<file path="src/rtl/riscv_ctrl_pkg.sv">
// Shared definitions for the RISC-V run controller.
// Latency: n/a (types and constants only).
// Backpressure: n/a.
package riscv_ctrl_pkg;

    localparam int DEF_IMEM_ADDR_WIDTH = 10;
    localparam int DEF_CNT_WIDTH       = 32;

    // Instruction addresses arrive as byte addresses; memory is word-addressed.
    localparam int WORD_OFFSET = 2;

    typedef enum logic [1:0] {
        ST_IDLE,
        ST_CLEAR,
        ST_RUN,
        ST_DONE
    } run_state_e;

endpackage

</file>
<file path="src/rtl/riscv_run_ctrl_if.sv">
// User-port bundle between the AXI4-Lite register block and the run controller.
// Latency: n/a (wires only).
// Backpressure: none; all signals are levels or one-cycle strobes.
// Ports: master = register block / host side, slave = run controller side.
interface riscv_run_ctrl_if #(
    parameter int IMEM_ADDR_WIDTH = riscv_ctrl_pkg::DEF_IMEM_ADDR_WIDTH,
    parameter int CNT_WIDTH       = riscv_ctrl_pkg::DEF_CNT_WIDTH
);
    // register block -> controller
    logic                       w_o_run;
    logic [CNT_WIDTH-1:0]       w_o_num_cycle;
    logic                       w_mem_reset_n;
    logic                       w_instruction_write;
    logic [31:0]                w_slv_reg5;
    logic [31:0]                w_slv_reg6;
    // controller -> register block status
    logic                       w_i_idle;
    logic                       w_i_running;
    logic                       w_i_done;
    // controller -> core / instruction memory
    logic                       imem_we;
    logic [IMEM_ADDR_WIDTH-1:0] imem_addr;
    logic [31:0]                imem_wdata;
    logic                       core_rst;
    logic                       core_en;
    logic [CNT_WIDTH-1:0]       cycle_count;
    logic                       load_err;

    modport master (
        output w_o_run, w_o_num_cycle, w_mem_reset_n, w_instruction_write,
               w_slv_reg5, w_slv_reg6,
        input  w_i_idle, w_i_running, w_i_done, imem_we, imem_addr, imem_wdata,
               core_rst, core_en, cycle_count, load_err
    );

    modport slave (
        input  w_o_run, w_o_num_cycle, w_mem_reset_n, w_instruction_write,
               w_slv_reg5, w_slv_reg6,
        output w_i_idle, w_i_running, w_i_done, imem_we, imem_addr, imem_wdata,
               core_rst, core_en, cycle_count, load_err
    );

endinterface

</file>
<file path="src/rtl/riscv_edge_det.sv">
// Single-edge detector: one history flop, edge_o = selected transition of sig_i.
// Latency: edge_o is combinational on sig_i against the registered history.
// Backpressure: none.
// Ports: clk, rst (sync, active-high), sig_i level in, edge_o one-cycle pulse.
module riscv_edge_det #(
    parameter logic RESET_VAL   = 1'b0,
    parameter bit   DETECT_RISE = 1'b1
) (
    input  logic clk,
    input  logic rst,
    input  logic sig_i,
    output logic edge_o
);

    logic hist_q;
    logic hist_d;

    always_comb begin
        hist_d = sig_i;
    end

    always_ff @(posedge clk) begin
        if (rst) begin
            hist_q <= RESET_VAL;
        end else begin
            hist_q <= hist_d;
        end
    end

    // RESET_VAL is chosen so that the idle level of the input never looks
    // like an edge straight out of reset.
    assign edge_o = DETECT_RISE ? (sig_i & ~hist_q) : (~sig_i & hist_q);

endmodule

</file>
<file path="src/rtl/riscv_run_ctrl.sv">
// Run controller: loads/clears instruction memory and runs the core for a cycle budget.
// Latency: every output is a flop; responses appear the cycle after the sampled input.
// Backpressure: none; strobes outside IDLE are dropped and flagged on load_err.
// Ports: s00_axi_aclk/s00_axi_areset (sync, active-high) plus the slave side of
//        riscv_run_ctrl_if (run/clear/write requests in, imem/core/status out).
module riscv_run_ctrl
    import riscv_ctrl_pkg::*;
#(
    parameter int IMEM_ADDR_WIDTH = DEF_IMEM_ADDR_WIDTH,
    parameter int CNT_WIDTH       = DEF_CNT_WIDTH
) (
    input  logic             s00_axi_aclk,
    input  logic             s00_axi_areset,
    riscv_run_ctrl_if.slave  bus
);

    localparam logic [IMEM_ADDR_WIDTH-1:0] LAST_ADDR = '1;
    localparam logic [IMEM_ADDR_WIDTH-1:0] ADDR_ONE  = IMEM_ADDR_WIDTH'(1);
    localparam logic [CNT_WIDTH-1:0]       CNT_ONE   = CNT_WIDTH'(1);

    logic run_rise;
    logic mem_fall;
    logic addr_bad;

    run_state_e                 state_q,  state_d;
    logic [CNT_WIDTH-1:0]       target_q, target_d;
    logic [CNT_WIDTH-1:0]       cnt_q,    cnt_d;
    logic [IMEM_ADDR_WIDTH-1:0] addr_q,   addr_d;
    logic [31:0]                wdata_q,  wdata_d;
    logic                       we_q,     we_d;
    logic                       err_q,    err_d;
    logic                       idle_q,   idle_d;
    logic                       running_q, running_d;
    logic                       done_q,   done_d;
    logic                       core_rst_q, core_rst_d;
    logic                       core_en_q,  core_en_d;

    riscv_edge_det #(.RESET_VAL(1'b0), .DETECT_RISE(1'b1)) u_run_edge (
        .clk    (s00_axi_aclk),
        .rst    (s00_axi_areset),
        .sig_i  (bus.w_o_run),
        .edge_o (run_rise)
    );

    riscv_edge_det #(.RESET_VAL(1'b1), .DETECT_RISE(1'b0)) u_clr_edge (
        .clk    (s00_axi_aclk),
        .rst    (s00_axi_areset),
        .sig_i  (bus.w_mem_reset_n),
        .edge_o (mem_fall)
    );

    // Byte address must be word aligned and fall inside the memory.
    always_comb begin
        addr_bad = (bus.w_slv_reg6[WORD_OFFSET-1:0] != '0) ||
                   ((bus.w_slv_reg6 >> (IMEM_ADDR_WIDTH + WORD_OFFSET)) != 32'd0);
    end

    always_comb begin
        state_d  = state_q;
        target_d = target_q;
        cnt_d    = cnt_q;
        addr_d   = addr_q;
        wdata_d  = wdata_q;
        we_d     = 1'b0;
        err_d    = err_q;

        unique case (state_q)
            ST_IDLE: begin
                if (mem_fall) begin
                    // A clear wins over a same-cycle run edge; that edge is lost.
                    state_d = ST_CLEAR;
                end else if (run_rise) begin
                    target_d = bus.w_o_num_cycle;
                    cnt_d    = '0;
                    state_d  = (bus.w_o_num_cycle == '0) ? ST_DONE : ST_RUN;
                end
                if (bus.w_instruction_write) begin
                    if (addr_bad) begin
                        err_d = 1'b1;
                    end else begin
                        we_d    = 1'b1;
                        addr_d  = bus.w_slv_reg6[IMEM_ADDR_WIDTH+WORD_OFFSET-1:WORD_OFFSET];
                        wdata_d = bus.w_slv_reg5;
                    end
                end
                // The zero-fill starts at word 0 immediately and would overwrite
                // a same-cycle write anyway, so it takes the write port.
                if (mem_fall) begin
                    we_d    = 1'b1;
                    addr_d  = '0;
                    wdata_d = '0;
                    err_d   = 1'b0;
                end
            end
            ST_CLEAR: begin
                we_d    = 1'b1;
                wdata_d = '0;
                if (addr_q == LAST_ADDR) begin
                    we_d    = 1'b0;
                    state_d = ST_IDLE;
                end else begin
                    addr_d = addr_q + ADDR_ONE;
                end
                if (bus.w_instruction_write) begin
                    err_d = 1'b1;
                end
            end
            ST_RUN: begin
                cnt_d = cnt_q + CNT_ONE;
                if (cnt_d == target_q) begin
                    state_d = ST_DONE;
                end
                if (bus.w_instruction_write) begin
                    err_d = 1'b1;
                end
            end
            ST_DONE: begin
                // Level-sensitive exit; a new run needs a fresh rising edge in IDLE.
                if (!bus.w_o_run) begin
                    state_d = ST_IDLE;
                end
                if (bus.w_instruction_write) begin
                    err_d = 1'b1;
                end
            end
            default: begin
                state_d = ST_IDLE;
            end
        endcase

        // Status and core controls are decoded from the next state so they
        // line up with state_q on the same edge.
        idle_d     = (state_d == ST_IDLE);
        running_d  = (state_d == ST_RUN);
        done_d     = (state_d == ST_DONE);
        core_en_d  = (state_d == ST_RUN);
        core_rst_d = (state_d == ST_IDLE) || (state_d == ST_CLEAR);
    end

    always_ff @(posedge s00_axi_aclk) begin
        if (s00_axi_areset) begin
            state_q    <= ST_IDLE;
            target_q   <= '0;
            cnt_q      <= '0;
            addr_q     <= '0;
            wdata_q    <= '0;
            we_q       <= 1'b0;
            err_q      <= 1'b0;
            idle_q     <= 1'b1;
            running_q  <= 1'b0;
            done_q     <= 1'b0;
            core_rst_q <= 1'b1;
            core_en_q  <= 1'b0;
        end else begin
            state_q    <= state_d;
            target_q   <= target_d;
            cnt_q      <= cnt_d;
            addr_q     <= addr_d;
            wdata_q    <= wdata_d;
            we_q       <= we_d;
            err_q      <= err_d;
            idle_q     <= idle_d;
            running_q  <= running_d;
            done_q     <= done_d;
            core_rst_q <= core_rst_d;
            core_en_q  <= core_en_d;
        end
    end

    assign bus.w_i_idle    = idle_q;
    assign bus.w_i_running = running_q;
    assign bus.w_i_done    = done_q;
    assign bus.imem_we     = we_q;
    assign bus.imem_addr   = addr_q;
    assign bus.imem_wdata  = wdata_q;
    assign bus.core_rst    = core_rst_q;
    assign bus.core_en     = core_en_q;
    assign bus.cycle_count = cnt_q;
    assign bus.load_err    = err_q;

endmodule

</file>
<file path="src/flat_wrapper.sv">
// flat-port wrapper written by rule: the top's interface ports become plain ports
module riscv_run_ctrl_flat import riscv_ctrl_pkg::*;
#(
    parameter int IMEM_ADDR_WIDTH = DEF_IMEM_ADDR_WIDTH,
    parameter int CNT_WIDTH       = DEF_CNT_WIDTH
)
  (s00_axi_aclk, s00_axi_areset, bus_w_o_run, bus_w_o_num_cycle, bus_w_mem_reset_n, bus_w_instruction_write, bus_w_slv_reg5, bus_w_slv_reg6, bus_w_i_idle, bus_w_i_running, bus_w_i_done, bus_imem_we, bus_imem_addr, bus_imem_wdata, bus_core_rst, bus_core_en, bus_cycle_count, bus_load_err);
  riscv_run_ctrl_if #(.IMEM_ADDR_WIDTH(IMEM_ADDR_WIDTH), .CNT_WIDTH(CNT_WIDTH)) bus_i ();
  input  logic s00_axi_aclk;
  input  logic s00_axi_areset;
  input wire logic [$bits(bus_i.w_o_run)-1:0] bus_w_o_run;
  input wire logic [$bits(bus_i.w_o_num_cycle)-1:0] bus_w_o_num_cycle;
  input wire logic [$bits(bus_i.w_mem_reset_n)-1:0] bus_w_mem_reset_n;
  input wire logic [$bits(bus_i.w_instruction_write)-1:0] bus_w_instruction_write;
  input wire logic [$bits(bus_i.w_slv_reg5)-1:0] bus_w_slv_reg5;
  input wire logic [$bits(bus_i.w_slv_reg6)-1:0] bus_w_slv_reg6;
  output wire logic [$bits(bus_i.w_i_idle)-1:0] bus_w_i_idle;
  output wire logic [$bits(bus_i.w_i_running)-1:0] bus_w_i_running;
  output wire logic [$bits(bus_i.w_i_done)-1:0] bus_w_i_done;
  output wire logic [$bits(bus_i.imem_we)-1:0] bus_imem_we;
  output wire logic [$bits(bus_i.imem_addr)-1:0] bus_imem_addr;
  output wire logic [$bits(bus_i.imem_wdata)-1:0] bus_imem_wdata;
  output wire logic [$bits(bus_i.core_rst)-1:0] bus_core_rst;
  output wire logic [$bits(bus_i.core_en)-1:0] bus_core_en;
  output wire logic [$bits(bus_i.cycle_count)-1:0] bus_cycle_count;
  output wire logic [$bits(bus_i.load_err)-1:0] bus_load_err;
  assign bus_i.w_o_run = bus_w_o_run;
  assign bus_i.w_o_num_cycle = bus_w_o_num_cycle;
  assign bus_i.w_mem_reset_n = bus_w_mem_reset_n;
  assign bus_i.w_instruction_write = bus_w_instruction_write;
  assign bus_i.w_slv_reg5 = bus_w_slv_reg5;
  assign bus_i.w_slv_reg6 = bus_w_slv_reg6;
  assign bus_w_i_idle = bus_i.w_i_idle;
  assign bus_w_i_running = bus_i.w_i_running;
  assign bus_w_i_done = bus_i.w_i_done;
  assign bus_imem_we = bus_i.imem_we;
  assign bus_imem_addr = bus_i.imem_addr;
  assign bus_imem_wdata = bus_i.imem_wdata;
  assign bus_core_rst = bus_i.core_rst;
  assign bus_core_en = bus_i.core_en;
  assign bus_cycle_count = bus_i.cycle_count;
  assign bus_load_err = bus_i.load_err;
  riscv_run_ctrl #(.IMEM_ADDR_WIDTH(IMEM_ADDR_WIDTH), .CNT_WIDTH(CNT_WIDTH)) u_core (.s00_axi_aclk(s00_axi_aclk), .s00_axi_areset(s00_axi_areset), .bus(bus_i));
endmodule
</file>
<file path="config.mk">
export PLATFORM = sky130hd
export DESIGN_NAME = riscv_run_ctrl_flat
export DESIGN_NICKNAME = d
export VERILOG_FILES = /design/src/rtl/riscv_ctrl_pkg.sv /design/src/rtl/riscv_run_ctrl_if.sv /design/src/rtl/riscv_edge_det.sv /design/src/rtl/riscv_run_ctrl.sv /design/src/flat_wrapper.sv
export SDC_FILE = /design/constraint.sdc
export NUM_CORES = 1
export LEC_CHECK = 0
export BUFFER_PORTS_ARGS = -buffer_cell sky130_fd_sc_hd__buf_4
export CORE_UTILIZATION = 40
export CTS_CLUSTER_SIZE = 20
export DETAILED_ROUTE_END_ITERATION = 6
export GPL_TIMING_DRIVEN = 0
export REMOVE_ABC_BUFFERS = 1
export SLEW_MARGIN = 20
export SYNTH_ARGS = -nofsm -noshare
export SYNTH_HDL_FRONTEND = slang
export SYNTH_SLANG_ARGS = --single-unit
</file>
<file path="constraint.sdc">
create_clock -name s00_axi_aclk -period 3.25 [get_ports s00_axi_aclk]
set_clock_uncertainty 0.1 [all_clocks]
set_input_delay 0.65 -clock s00_axi_aclk [delete_from_list [all_inputs] [get_ports s00_axi_aclk]]
set_output_delay 0.65 -clock s00_axi_aclk [all_outputs]
set_load 0.005 [all_outputs]
</file>
; After elaboration in Yosys (flattened, before gate mapping)
; Index checks and enable logic that the tools add are counted.
; W data, S select, Z words.
[totals]
output_inout_bits = 81
register_bits = 116
word_cells = 79
input_bits = 101
[op_classes]
add_sub_neg = 2
n_reduce_logical = 15
n_bitwise = 5
eq_ne = 15
mux = 29
[ops]
columns = op, count
row1 = $mux W32, 5
row2 = $pmux W32 S2, 2
row3 = $mux W10, 4
row4 = $add A32 B1 Y32 const B, 1
row5 = $eq A32 B32 Y1, 1
row6 = $logic_not A32 Y1, 1
row7 = $reduce_bool A32 Y1, 1
row8 = $pmux W10 S2, 1
row9 = $reduce_and A3 Y1, 4
row10 = $add A10 B1 Y10 const B, 1
row11 = $eq A10 B10 Y1 const B, 1
row12 = $mux W2, 5
row13 = $mux W1, 9
row14 = $eq A2 B2 Y1 const B, 4
row15 = $pmux W2 S4, 1
row16 = $ne A3 B2 Y1 const B, 2
row17 = $reduce_bool A2 Y1, 3
row18 = $eq A2 B1 Y1 const B, 2
row19 = $logic_not A2 Y1, 2
row20 = $ne A2 B1 Y1 const B, 2
row21 = $ne A2 B2 Y1 const B, 2
row22 = $pmux W1 S2, 2
row23 = $reduce_and A4 Y1, 1
row24 = $ne A3 B1 Y1 const B, 1
row25 = 4 further kinds, 8

; Depth between registers and ports, before layout
[logic_depth]
ltp_word = 7
mapped_depth = 10
mapped_depth_nobuf = 8

; Hierarchy
; Synthesis repeated with hierarchy kept, for this count alone.
[unflattened]
cells_unflattened = 791
area_unflattened_um2 = 6077.1
[by_module_without_submodules]
columns = mod, cells_each, seq_area_each_um2, instances, area_each_um2
row1 = riscv_run_ctrl, 785, 2282.2, 1, 5994.5
row2 = riscv_edge_det (u_core.u_run_edge), 3, 20.0, 1, 47.5
row3 = riscv_edge_det (u_core.u_clr_edge), 3, 20.0, 1, 35.0

; Worst setup path after synthesis
; Ideal clock, no wire load.
[synth_timing]
path_kind = register to register
start = register u_core.cnt_q[0], in the netlist u_core.bus.cycle_count[0]
end = register u_core.running_q, in the netlist u_core.bus.w_i_running
path_slack_ns = 0.497
path_buffers = 2
arrival_ns = 2.533
synth_period_minus_slack_ns = 2.753
required_ns = 3.030
stages_incl_launch_ff = 11
setup_time_ns = 0.120
cell_sequence = dfxtp_1 ha_1 clkbuf_1 and3_1 buf_2 nand4_1 nor4_1 xnor2_1 and4b_2 nand4_2 o31a_1
[synth_via]
elab_chain_cells = 5
[synth_rtl]
columns = element, line_no
row1 = start: declaration, riscv_run_ctrl.sv:27  ; logic [CNT_WIDTH-1:0] cnt_q, cnt_d;
row2 = start signal: assignment, riscv_run_ctrl.sv:157  ; cnt_q <= cnt_d;
row3 = $add A32 B1 Y32, riscv_run_ctrl.sv:109  ; cnt_d = cnt_q + CNT_ONE;
row4 = $eq A32 B32 Y1, riscv_run_ctrl.sv:110  ; if (cnt_d == target_q) begin
row5 = $mux W2, riscv_run_ctrl.sv:110
row6 = $pmux W2 S4, riscv_run_ctrl.sv:67  ; unique case (state_q)
row7 = $eq A2 B2 Y1, riscv_run_ctrl.sv:134  ; running_d = (state_d == ST_RUN);
row8 = end signal: assignment, riscv_run_ctrl.sv:163  ; running_q <= running_d;
row9 = end: declaration, riscv_run_ctrl.sv:33  ; logic running_q, running_d;
; Every way passes these cells.
; A chain may end at the register's enable or synchronous reset.

; Worst setup path in the final report
; Ends and elaborated chain as after synthesis.

==> flow_metrics.env <==
export IMPL_cts_sinks=116
export IMPL_critPathCaptureType="flip-flop"
export IMPL_netSwitchingPower_uw=1177
export IMPL_hpwl_mm=12.97
export IMPL_track_usage=0.2394
export IMPL_final_cell_mix="buf_4, nand2_1, a21oi_1, dfxtp_1, nand3_1"
export IMPL_drc_errors=0
export IMPL_fin_ws_ns=0.1551
export IMPL_seq_power_share=0.378
export IMPL_critical_path_class="flip-flop to flip-flop"
export IMPL_synth_xor_area_frac=0.06792
export IMPL_drt_vias_per_instance=5.537
export IMPL_p_sw_frac=0.2831
export IMPL_slew_headroom=0.3582
export IMPL_grt_max_degree=115
export IMPL_wl_per_cell_um=16.38
export IMPL_cts_buffers=17
export IMPL_pin_count=182
export IMPL_cts_buffer_depth=2
export IMPL_fmax_mhz=323.1
export IMPL_nNetsFinal=1051
export IMPL_syn_area_mm2=0.006190
export IMPL_peakVddDrop_mv=0.3757
export IMPL_ys_types=67
export IMPL_drive_above_1_share=0.2726
export IMPL_gp_congestion=0.9058
export IMPL_power_density_mw_per_mm2=505.5
export IMPL_synth_compound_area_frac=0.1850
export IMPL_antenna_found_initial=0
export IMPL_synth_top_family_by_area="simple AND/OR/NAND/NOR gates"
export IMPL_leakage_uw=0.003126
export IMPL_seq_area_frac_synth=0.3752
export IMPL_cts_hold_fix_buffers=0
export IMPL_place_area_mm2=0.007551
export IMPL_cts_max_level=4
export IMPL_setup_viol=0
export IMPL_maxCapViolations=0
export IMPL_cp_required_ns=3.46
export IMPL_fp_dieH_um=126.4
export IMPL_clock_power_share=0.463
export IMPL_yosys_area_share_simple=0.2959
export IMPL_io_buffers=181
export IMPL_firstDrtPassIters=4
export IMPL_dp_slack_ns=-0.5318
export IMPL_combPwrFrac=0.159
export IMPL_report_final_slew_viol_count=0
export IMPL_fin_tns_setup_ns=0
export IMPL_hold_path_class="input port to flip-flop"
export IMPL_ys_async_sr_fraction=0
export IMPL_die_area_mm2=0.01598
export IMPL_std_cell_rows=45
export IMPL_crit_arrival_ns=3.30
export IMPL_start_util=0.4087
export IMPL_diodes=0
export IMPL_coreArea_mm2=0.01515
export IMPL_drt_iter0_drc=438
export IMPL_p_int_uw=2979
export IMPL_period_minus_slack_ns=3.095
export IMPL_drt_wl_total_mm=18.82
export IMPL_fin_crit_sh=0.9523
export IMPL_ant_nets=0
export IMPL_finalInstanceArea_mm2=0.008222
export IMPL_synth_seq_cells=116
export IMPL_yosys_warnings=0
export IMPL_overflow=0
export IMPL_grt_pass1_wl_mm=30.28
export IMPL_cts_tree="built"
export IMPL_clk_latency_ns=0.42
export IMPL_clk_pin_slew_ns=0.06
export IMPL_worst_slew_pin_slew_ns=0.9608
export IMPL_outcome="complete, no violations"
export IMPL_synthAdderAreaFrac=0.004043
export IMPL_start_kind="flip-flop"
export IMPL_cp_max_fo=8
export IMPL_rsz0062_at_grt="false"
export IMPL_final_hold_viol_count=0
export IMPL_final_common_cell="buf_4"
export IMPL_grt_pass1_vias=5930
export IMPL_area_growth_synth_to_final_pct=32.83
export IMPL_cts_root_buf="clkbuf_16"
export IMPL_dieWidth_um=126.4
export IMPL_syn_inst=806
export IMPL_synth_avg_cell_area_um2=7.680
export IMPL_synthMuxAreaShare=0.006469
export IMPL_dr_total_vias=6362
export IMPL_synth_edf_count=0
export IMPL_synthFlopType="dfxtp_1"
worst max-delay path, stage by stage (launching register included):
cell and delay, ns:
dfxtp_1 0.49, ha_2 0.33, and3_2 0.32, nand4_1 0.30
or3_1 0.46, o31ai_1 0.20, and4b_2 0.27, nand4_2 0.18
o31a_1 0.34
Yosys cell counts, drive strengths merged (2+ instances only):
cell type	n	share of area
a211o	2	0.0028
a211oi	4	0.0049
a21oi	114	0.092
a221oi	5	0.0071
a311oi	9	0.014
a31oi	8	0.0081
and2	10	0.011
and3	3	0.0032
and4	6	0.0087
buf	13	0.016
clkbuf	50	0.036
dfxtp	116	0.38
ha	2	0.0040
inv	11	0.0067
mux2i	4	0.0065
nand2	137	0.083
nand2b	8	0.0081
nand3	54	0.044
nand3b	8	0.0097
nand4	24	0.025
nor2	50	0.030
nor2b	5	0.0051
nor3	14	0.011
nor3b	3	0.0036
nor4	23	0.028
o211ai	2	0.0032
o21ai	33	0.027
o31a	2	0.0030
o31ai	3	0.0044
or2	6	0.0061
or3	9	0.0099
or4	2	0.0024
xnor2	35	0.050
xor2	13	0.018
routing by layer:
| metal | share of wire | track usage | up-vias |
|---|---|---|---|
| li1 | - | - | 3153 |
| met1 | 0.45 | 0.3111 | 3003 |
| met2 | 0.46 | 0.3747 | 185 |
| met3 | 0.070 | 0.07043 | 21 |
| met4 | 0.020 | 0.08930 | 0 |
| met5 | 0 | 0 | - |
power groups by stage:
stage	Clock, uW	Combinational [uW]	Sequential [uW]
global placement	0	620	1590
detailed placement	0	662	1600
finish	1920	661	1570
CTS	1950	667	1570
global route	2030	731	1580
floorplan	0	303	1590
worst paths after layout:
path,startpoint,to,slack [ns],cells past startpoint
worst max-delay path,u_core.bus.cycle_count[0],u_core.bus.w_i_running,0.16,8
worst max register to register,u_core.bus.cycle_count[0],u_core.bus.w_i_running,0.16,8
worst min-delay path,bus_w_mem_reset_n,u_core.u_clr_edge.hist_q,0.33,2
worst min register to register,u_core.bus.imem_wdata[15],u_core.bus.imem_wdata[15],0.35,2
logic make-up (layout without fill, tap and decap cells):
| logic type | Yosys count | in the layout |
|---|---|---|
| AO/OA/AOI/OAI | 194 | 194 |
| XOR/XNOR | 48 | 48 |
| adder cells (fa/ha/maj) | 2 | 2 |
| buffers and inverters | 76 | 231 |
| flip-flops | 116 | 116 |
| multiplexers | 4 | 4 |
| AND/OR/NAND/NOR | 366 | 366 |
state kept, by name (all words and copies together), names as in the netlist:
name / cells
u_core.bus.cycle_count: 32
u_core.bus.imem_wdata: 32
u_core.u_clr_edge.hist_q: 1
u_core.bus.imem_addr: 10
u_core.bus.imem_we: 1
u_core.bus.w_i_done: 1
u_core.bus.w_i_idle: 1
u_core.bus.w_i_running: 1
u_core.state_q: 2
u_core.target_q: 32
u_core.bus.core_rst: 1
u_core.bus.load_err: 1
u_core.u_run_edge.hist_q: 1
layout make-up:
class	instances	area [um^2]
tap	188	235.2
fill	1540	6924
multi-input combinational	614	3543
sequential	116	2326
timing repair buffer	188	1470
clock buffer	18	439.2
inverter	11	41.29
clock inverter	14	166.4
stage by stage:
step / power (uW) / std cells / hold WS [ns] / util
after floorplan: 1891 / 741 / 0.3303 / -
after global placement: 2215 / 1110 / 0.3397 / 0.4899
after detailed placement: 2261 / 1114 / 0.3437 / 0.4986
after CTS: 4185 / 1146 / 0.3203 / 0.5398
after global routing: 4339 / 1149 / 0.3224 / 0.5428
final: 4156 / 1149 / 0.3308 / 0.5428
what timing repair did:
item / CTS / global route
pin swaps: 0 / 2
buffers inserted: 0 / 3
gates resized for setup: 3 / 8
setup endpoints to repair: 3 / 3
(Power assumes the default switching activity.)
